==> src/rtl/matmul_pkg.sv <==
// Shared constants and state encoding for the matrix-multiply drain path.
package matmul_pkg;

  localparam int unsigned ACC_W   = 16;
  localparam int unsigned OUT_W   = 8;
  localparam int unsigned MAT_DIM = 4;
  localparam int unsigned ELEMS   = MAT_DIM * MAT_DIM;

  typedef enum logic [1:0] {
    IDLE = 2'd0,
    RUN  = 2'd1,
    DONE = 2'd2
  } strm_state_t;

endpackage

==> src/rtl/matmul_result_streamer_sync_fifo.sv <==
// Synchronous FIFO whose read word comes straight from storage flops; level
// tracks occupancy. Push when full and pop when empty are ignored.
module sync_fifo #(
  parameter int unsigned WIDTH = 8,
  parameter int unsigned DEPTH = 8
) (
  input  logic                       clk,
  input  logic                       rst,
  input  logic                       push,
  input  logic [WIDTH-1:0]           wdata,
  input  logic                       pop,
  output logic [WIDTH-1:0]           rdata,
  output logic                       full,
  output logic                       empty,
  output logic [$clog2(DEPTH):0]     level
);

  localparam int unsigned AW = $clog2(DEPTH);

  logic [WIDTH-1:0] mem [DEPTH];
  logic [AW-1:0]    wr_ptr;
  logic [AW-1:0]    rd_ptr;
  logic [AW:0]      cnt;
  logic             do_push;
  logic             do_pop;

  assign full    = (cnt == (AW+1)'(DEPTH));
  assign empty   = (cnt == '0);
  assign do_push = push && !full;
  assign do_pop  = pop && !empty;
  assign level   = cnt;
  assign rdata   = empty ? '0 : mem[rd_ptr];

  always_ff @(posedge clk) begin
    if (do_push) begin
      mem[wr_ptr] <= wdata;
    end
  end

  // DEPTH is a power of two, so pointer wrap is the natural overflow.
  always_ff @(posedge clk or negedge rst) begin
    if (!rst) begin
      wr_ptr <= '0;
      rd_ptr <= '0;
      cnt    <= '0;
    end else begin
      if (do_push) wr_ptr <= wr_ptr + 1'b1;
      if (do_pop)  rd_ptr <= rd_ptr + 1'b1;
      case ({do_push, do_pop})
        2'b10:   cnt <= cnt + 1'b1;
        2'b01:   cnt <= cnt - 1'b1;
        default: cnt <= cnt;
      endcase
    end
  end

endmodule

==> src/rtl/matmul_result_streamer.sv <==
// Drain stage: buffers accumulated results, saturates them to the output
// width and streams one MAT_DIM x MAT_DIM frame per start command.
module matmul_result_streamer #(
  parameter int unsigned ACC_W   = matmul_pkg::ACC_W,
  parameter int unsigned OUT_W   = matmul_pkg::OUT_W,
  parameter int unsigned MAT_DIM = matmul_pkg::MAT_DIM,
  parameter int unsigned DEPTH   = 8
) (
  input  logic                     clk,
  input  logic                     rst,
  input  logic                     start,
  input  logic                     in_valid,
  input  logic [ACC_W-1:0]         in_data,
  output logic                     in_ready,
  output logic                     out_valid,
  output logic [OUT_W-1:0]         out_data,
  input  logic                     out_ready,
  output logic                     out_last,
  output logic                     frame_done,
  output logic                     sat_flag,
  output logic                     busy,
  output logic [$clog2(DEPTH):0]   level
);

  import matmul_pkg::*;

  localparam int unsigned NWORDS = MAT_DIM * MAT_DIM;
  localparam int unsigned CNT_W  = $clog2(NWORDS) + 1;
  localparam logic [CNT_W-1:0] CNT_FULL = CNT_W'(NWORDS);
  localparam logic [CNT_W-1:0] CNT_LAST = CNT_W'(NWORDS - 1);
  localparam logic [ACC_W-1:0] SAT_MAX  = {{(ACC_W-OUT_W){1'b0}}, {OUT_W{1'b1}}};

  strm_state_t      state_q, state_d;
  logic [CNT_W-1:0] in_cnt, out_cnt;
  logic             run;
  logic             push, pop, over;
  logic             fifo_full, fifo_empty;
  logic [OUT_W-1:0] sat_data, fifo_rdata;

  assign over     = (in_data > SAT_MAX);
  assign sat_data = over ? '1 : in_data[OUT_W-1:0];
  assign push     = in_valid && in_ready;
  assign pop      = out_valid && out_ready;

  sync_fifo #(
    .WIDTH (OUT_W),
    .DEPTH (DEPTH)
  ) u_fifo (
    .clk   (clk),
    .rst   (rst),
    .push  (push),
    .wdata (sat_data),
    .pop   (pop),
    .rdata (fifo_rdata),
    .full  (fifo_full),
    .empty (fifo_empty),
    .level (level)
  );

  always_ff @(posedge clk or negedge rst) begin
    if (!rst) state_q <= IDLE;
    else      state_q <= state_d;
  end

  always_comb begin
    state_d = state_q;
    case (state_q)
      IDLE:    if (start) state_d = RUN;
      RUN:     if (pop && (out_cnt == CNT_LAST)) state_d = DONE;
      DONE:    state_d = IDLE;
      default: state_d = IDLE;
    endcase
  end

  always_comb begin
    run        = (state_q == RUN);
    busy       = (state_q != IDLE);
    frame_done = (state_q == DONE);
    in_ready   = run && !fifo_full && (in_cnt < CNT_FULL);
    out_valid  = run && !fifo_empty;
    out_data   = out_valid ? fifo_rdata : '0;
    out_last   = out_valid && (out_cnt == CNT_LAST);
  end

  always_ff @(posedge clk or negedge rst) begin
    if (!rst) begin
      in_cnt   <= '0;
      out_cnt  <= '0;
      sat_flag <= 1'b0;
    end else if ((state_q == IDLE) && start) begin
      in_cnt   <= '0;
      out_cnt  <= '0;
      sat_flag <= 1'b0;
    end else begin
      if (push) begin
        in_cnt <= in_cnt + 1'b1;
        if (over) sat_flag <= 1'b1;
      end
      if (pop) out_cnt <= out_cnt + 1'b1;
    end
  end

endmodule

==> config.mk <==
export PLATFORM = sky130hd
export DESIGN_NAME = matmul_result_streamer
export DESIGN_NICKNAME = d
export VERILOG_FILES = /design/src/rtl/matmul_pkg.sv /design/src/rtl/matmul_result_streamer_sync_fifo.sv /design/src/rtl/matmul_result_streamer.sv
export SDC_FILE = /design/constraint.sdc
export NUM_CORES = 1
export LEC_CHECK = 0
export CORE_ASPECT_RATIO = 0.7
export CORE_MARGIN = 2
export CORE_UTILIZATION = 55
export CTS_CLUSTER_SIZE = 24
export DETAILED_ROUTE_END_ITERATION = 8
export DONT_BUFFER_PORTS = 1
export GPL_TIMING_DRIVEN = 0
export HOLD_SLACK_MARGIN = 0.05
export PLACE_DENSITY = 0.71
export SETUP_SLACK_MARGIN = 0.15
export SYNTH_ARGS = -nofsm -noshare
export SYNTH_HDL_FRONTEND = slang
export SYNTH_SLANG_ARGS = --single-unit
==> constraint.sdc <==
create_clock -name clk -period 6.9 [get_ports clk]
set_input_delay 1.38 -clock clk [delete_from_list [all_inputs] [get_ports clk]]
set_output_delay 1.38 -clock clk [all_outputs]
set_load 0.05 [all_outputs]
==> results by group <==
Yosys
  • Xor and xnor fraction of the mapped netlist area: 3.018%
  • Yosys cell types: 41
  • Synthesized area: 0.003772 mm2
  • Synth Area in Compound Gates: 2.322%
  • YS warnings: 0
  • Adder-cell area share of the yosys netlist: 2.653%
  • Largest family of logic cells by synthesized area: multiplexers
  • Simple-gate share of the synthesized area: 10.35%
  • #FFs+latches synth: 87
  • Net Count, Synth: 263
  • Avg Inst Size Synth: 16.12 um2
  • Post-synth EDFFs: 64
  • Cells after synthesis: 234
  • Synth async-reset ratio: 26.44%
  • Ys flop type: edfxtp_1
  • Sequential area share after synthesis: 66.20%
  • Post-synthesis mux area share: 12.64%

Timing
  • Worst Max-Slew Pin Slew: 1.307 ns
  • RSZ-0062 raised after global routing: false
  • Total Negative Setup Slacks: 0 ns
  • Max Transition Viols Final: 0
  • Worst Clk Skew: 0.007726 ns
  • Fmax: 0.2426 GHz
  • Fin. Hold Viols: 0
  • Final min period: 4.122 ns
  • Final setup viols: 0
  • Period Utilization, post-route: 59.74%
  • Max-Slew Margin vs Limit: 12.19%

Global routing
  • First-pass GRT wire length: 9853 um
  • GRT Total Usage: 18.33%
  • Initial antenna violation count: 0
  • Vias in the first global route: 1,870
  • Total grt overflow: 0
  • Largest net degree at the start of global routing: 24

Power
  • Power per cell area: 446.8 mW/mm2
  • Gate power share: 41.1%
  • Pint: 1040 uW
  • Flop pwr share: 42.0%
  • Leakage: 0.001257 uW
  • Clock share of power: 16.9%
  • Peak supply drop: 0.0001784 V
  • Net Sw Frac: 43.46%
  • Net Sw Power: 799.8 uW

Setup path
  • RR Endpoint: u_fifo.level[2]$_DFFE_PN0P_
  • CP max stage cell: nor2_1
  • Worst stage delay on the critical path: 0.71 ns
  • Worst Reg2Reg Path Length in Cells: 13
  • Critical path startpoint: u_fifo.rd_ptr[1]$_DFFE_PN0P_
  • Reg-to-reg slack, setup: 3.85 ns
  • Crit path launch type: register
  • Critical path type: reg2out
  • Most frequent CP cell: clkbuf_1
  • Worst R2R Start: u_fifo.level[1]$_DFFE_PN0P_
  • CP Capture Type: output port
  • Arrival time worst endpoint: 2.74 ns
  • Critical Path End: out_data[6]
  • Cell Chain, Critical Path: clkbuf_1 > clkbuf_1 > mux4_2 > mux2i_1 > nor2_1
  • Worst EP required: 5.52 ns
  • Crit path max fanout: 10

Min path
  • Hold crit path type: reg2reg

CTS
  • Clk root buf: clkbuf_8
  • H-tree depth: 3
  • CTS Buf Count: 9
  • Post-CTS Repair Setup Buffers: 0
  • Worst-Skew Late Latency: 0.35 ns
  • CTS Sinks: 87
  • Worst-path clk slew: 0.08 ns
  • CTS tree: yes
  • CTS max path bufs: 2
  • CTS Hold Bufs: 0
  • CTS resizes: 0

Placed design
  • I/O Buffers: 0
  • HPWL after DPL: 4320 um
  • Placed Area: 0.003936 mm2
  • GP Congestion: 0.7076

Route
  • First-pass DRT Iterations: 4
  • Vias per cell: 5.573
  • Final WL: 6369 um
  • Via count: 1,934
  • DR WL/cell: 18.35 um
  • DR DRC count: 0
  • DRT iter0 DRCs: 68
  • Post-route ant nets: 0

Floorplan
  • Die Wd: 103.0 um
  • Initial Util: 56.36%
  • Top-Level Pins: 39
  • Die Y: 73.29 um
  • Die footprint: 0.007548 mm2
  • Core footprint: 0.006694 mm2
  • Number of cell rows: 25

Cells and area
  • Layout cells sized above 1: 23.72%
  • Most common cell after layout, fill and taps aside: edfxtp_1
  • Ant. Diodes: 0
  • Nets: 277
  • Commonest cells after routing, fill and taps aside: 64 x edfxtp_1, 23 x dfrtp_1, 19 x nor2_1
  • Layout filler cell count: 517
  • Area grow syn2layout: 9.187%
  • Design area: 0.004119 mm2

Status
  • Outcome: completed

Flow run
  • Max Cap Viol: 0
[synth_stat cells (3+ instances only)]
| cell type | number | share of area, % |
|---|---|---|
| nor3b_1 | 3 | 0.60 |
| nor2b_1 | 3 | 0.50 |
| inv_1 | 4 | 0.40 |
| buf_6 | 3 | 0.90 |
| edfxtp_1 | 64 | 51 |
| o31ai_1 | 3 | 0.60 |
| mux2i_1 | 9 | 2.4 |
| ha_1 | 8 | 2.7 |
| dfrtp_1 | 23 | 15 |
| xor2_1 | 5 | 1.2 |
| nand2_1 | 12 | 1.2 |
| xnor2_1 | 8 | 1.9 |
| nor2_1 | 19 | 1.9 |
| a21oi_1 | 3 | 0.40 |
| nor4_1 | 4 | 0.66 |
| and3_1 | 3 | 0.50 |
| mux4_2 | 16 | 9.6 |
| or2_2 | 8 | 1.3 |
| nor4b_1 | 4 | 0.93 |
| clkbuf_1 | 3 | 0.30 |
[flip-flops by register name, summed over array words and instances, names as in the netlist]
register       cells
u_fifo.mem        64
in_cnt             5
out_cnt            5
u_fifo.level       4
u_fifo.rd_ptr      3
u_fifo.wr_ptr      3
state_q            2
sat_flag           1
[cells by family after synthesis]
logic type	count (synthesis)
xor gates and xnor gates	13
adders and majority gates	8
DFF	87
AOI/OAI and AO/OA	13
muxes	27
and+or+nand+nor	70
buffers and inverters	16
[power by group through the flow]
stage / registers (uW) / logic (uW) / clock network [uW]
2_1_floorplan: 765 / 648 / 0
3_3_place_gp: 780 / 738 / 0
3_5_place_dp: 784 / 762 / 0
4_1_cts: 773 / 764 / 317
5_1_grt: 784 / 829 / 336
6_report: 774 / 756 / 310
[how the worst min path moves through the flow]
stage,from,endpoint,slack [ns],depth (start not counted)
floorplan,in_cnt[3]$_DFFE_PN0P_,in_cnt[3]$_DFFE_PN0P_,0.45,1
global placement,in_cnt[3]$_DFFE_PN0P_,in_cnt[3]$_DFFE_PN0P_,0.48,1
detailed placement,in_cnt[3]$_DFFE_PN0P_,in_cnt[3]$_DFFE_PN0P_,0.49,1
CTS,in_cnt[3]$_DFFE_PN0P_,in_cnt[3]$_DFFE_PN0P_,0.50,1
global route,in_cnt[3]$_DFFE_PN0P_,in_cnt[3]$_DFFE_PN0P_,0.54,1
finish,in_cnt[3]$_DFFE_PN0P_,in_cnt[3]$_DFFE_PN0P_,0.50,1
[worst max-delay path: cells and delay by family (launching register included)]
kind	cells	cell delay [ns]
muxes	2	0.43
buffers and inverters	2	0.90
DFF	1	0.36
and+or+nand+nor	1	0.71
[final cells by class]
class	instances	area (um2)	area share, %
multi-input combinational	131	1202	29.19
buffer	11	82.58	2.005
tap	94	117.6	2.855
sequential	87	2497	60.63
timing repair buffer	3	22.52	0.5468
inverter	5	23.77	0.5772
clock inverter	6	45.04	1.094
clock buffer	10	127.6	3.098
[stage by stage]
step                      hold slack (ns)  utilization [%]  std cells  setup slack (ns)  power [uW]
after CTS                          0.5041            61.38        347             2.713        1854
after global placement             0.4788            58.11        328             2.774        1518
after global routing               0.5426            61.53        347             2.583        1949
after detailed placement           0.4912            58.80        331             3.103        1546
after floorplan                    0.4520                -        234             3.439        1413
final                              0.5040            61.53        347             2.778        1840
[layer usage]
layer | global-route usage (%) | part of all wire [%] | vias to the layer above
met2 | 26.70 | 46 | 36
met4 | 3.947 | 0.82 | 0
met1 | 27.31 | 49 | 976
met3 | 6.185 | 3.7 | 8
li1 | - | - | 914
met5 | 0 | 0 | -
Power figures use the tool's default switching activity.
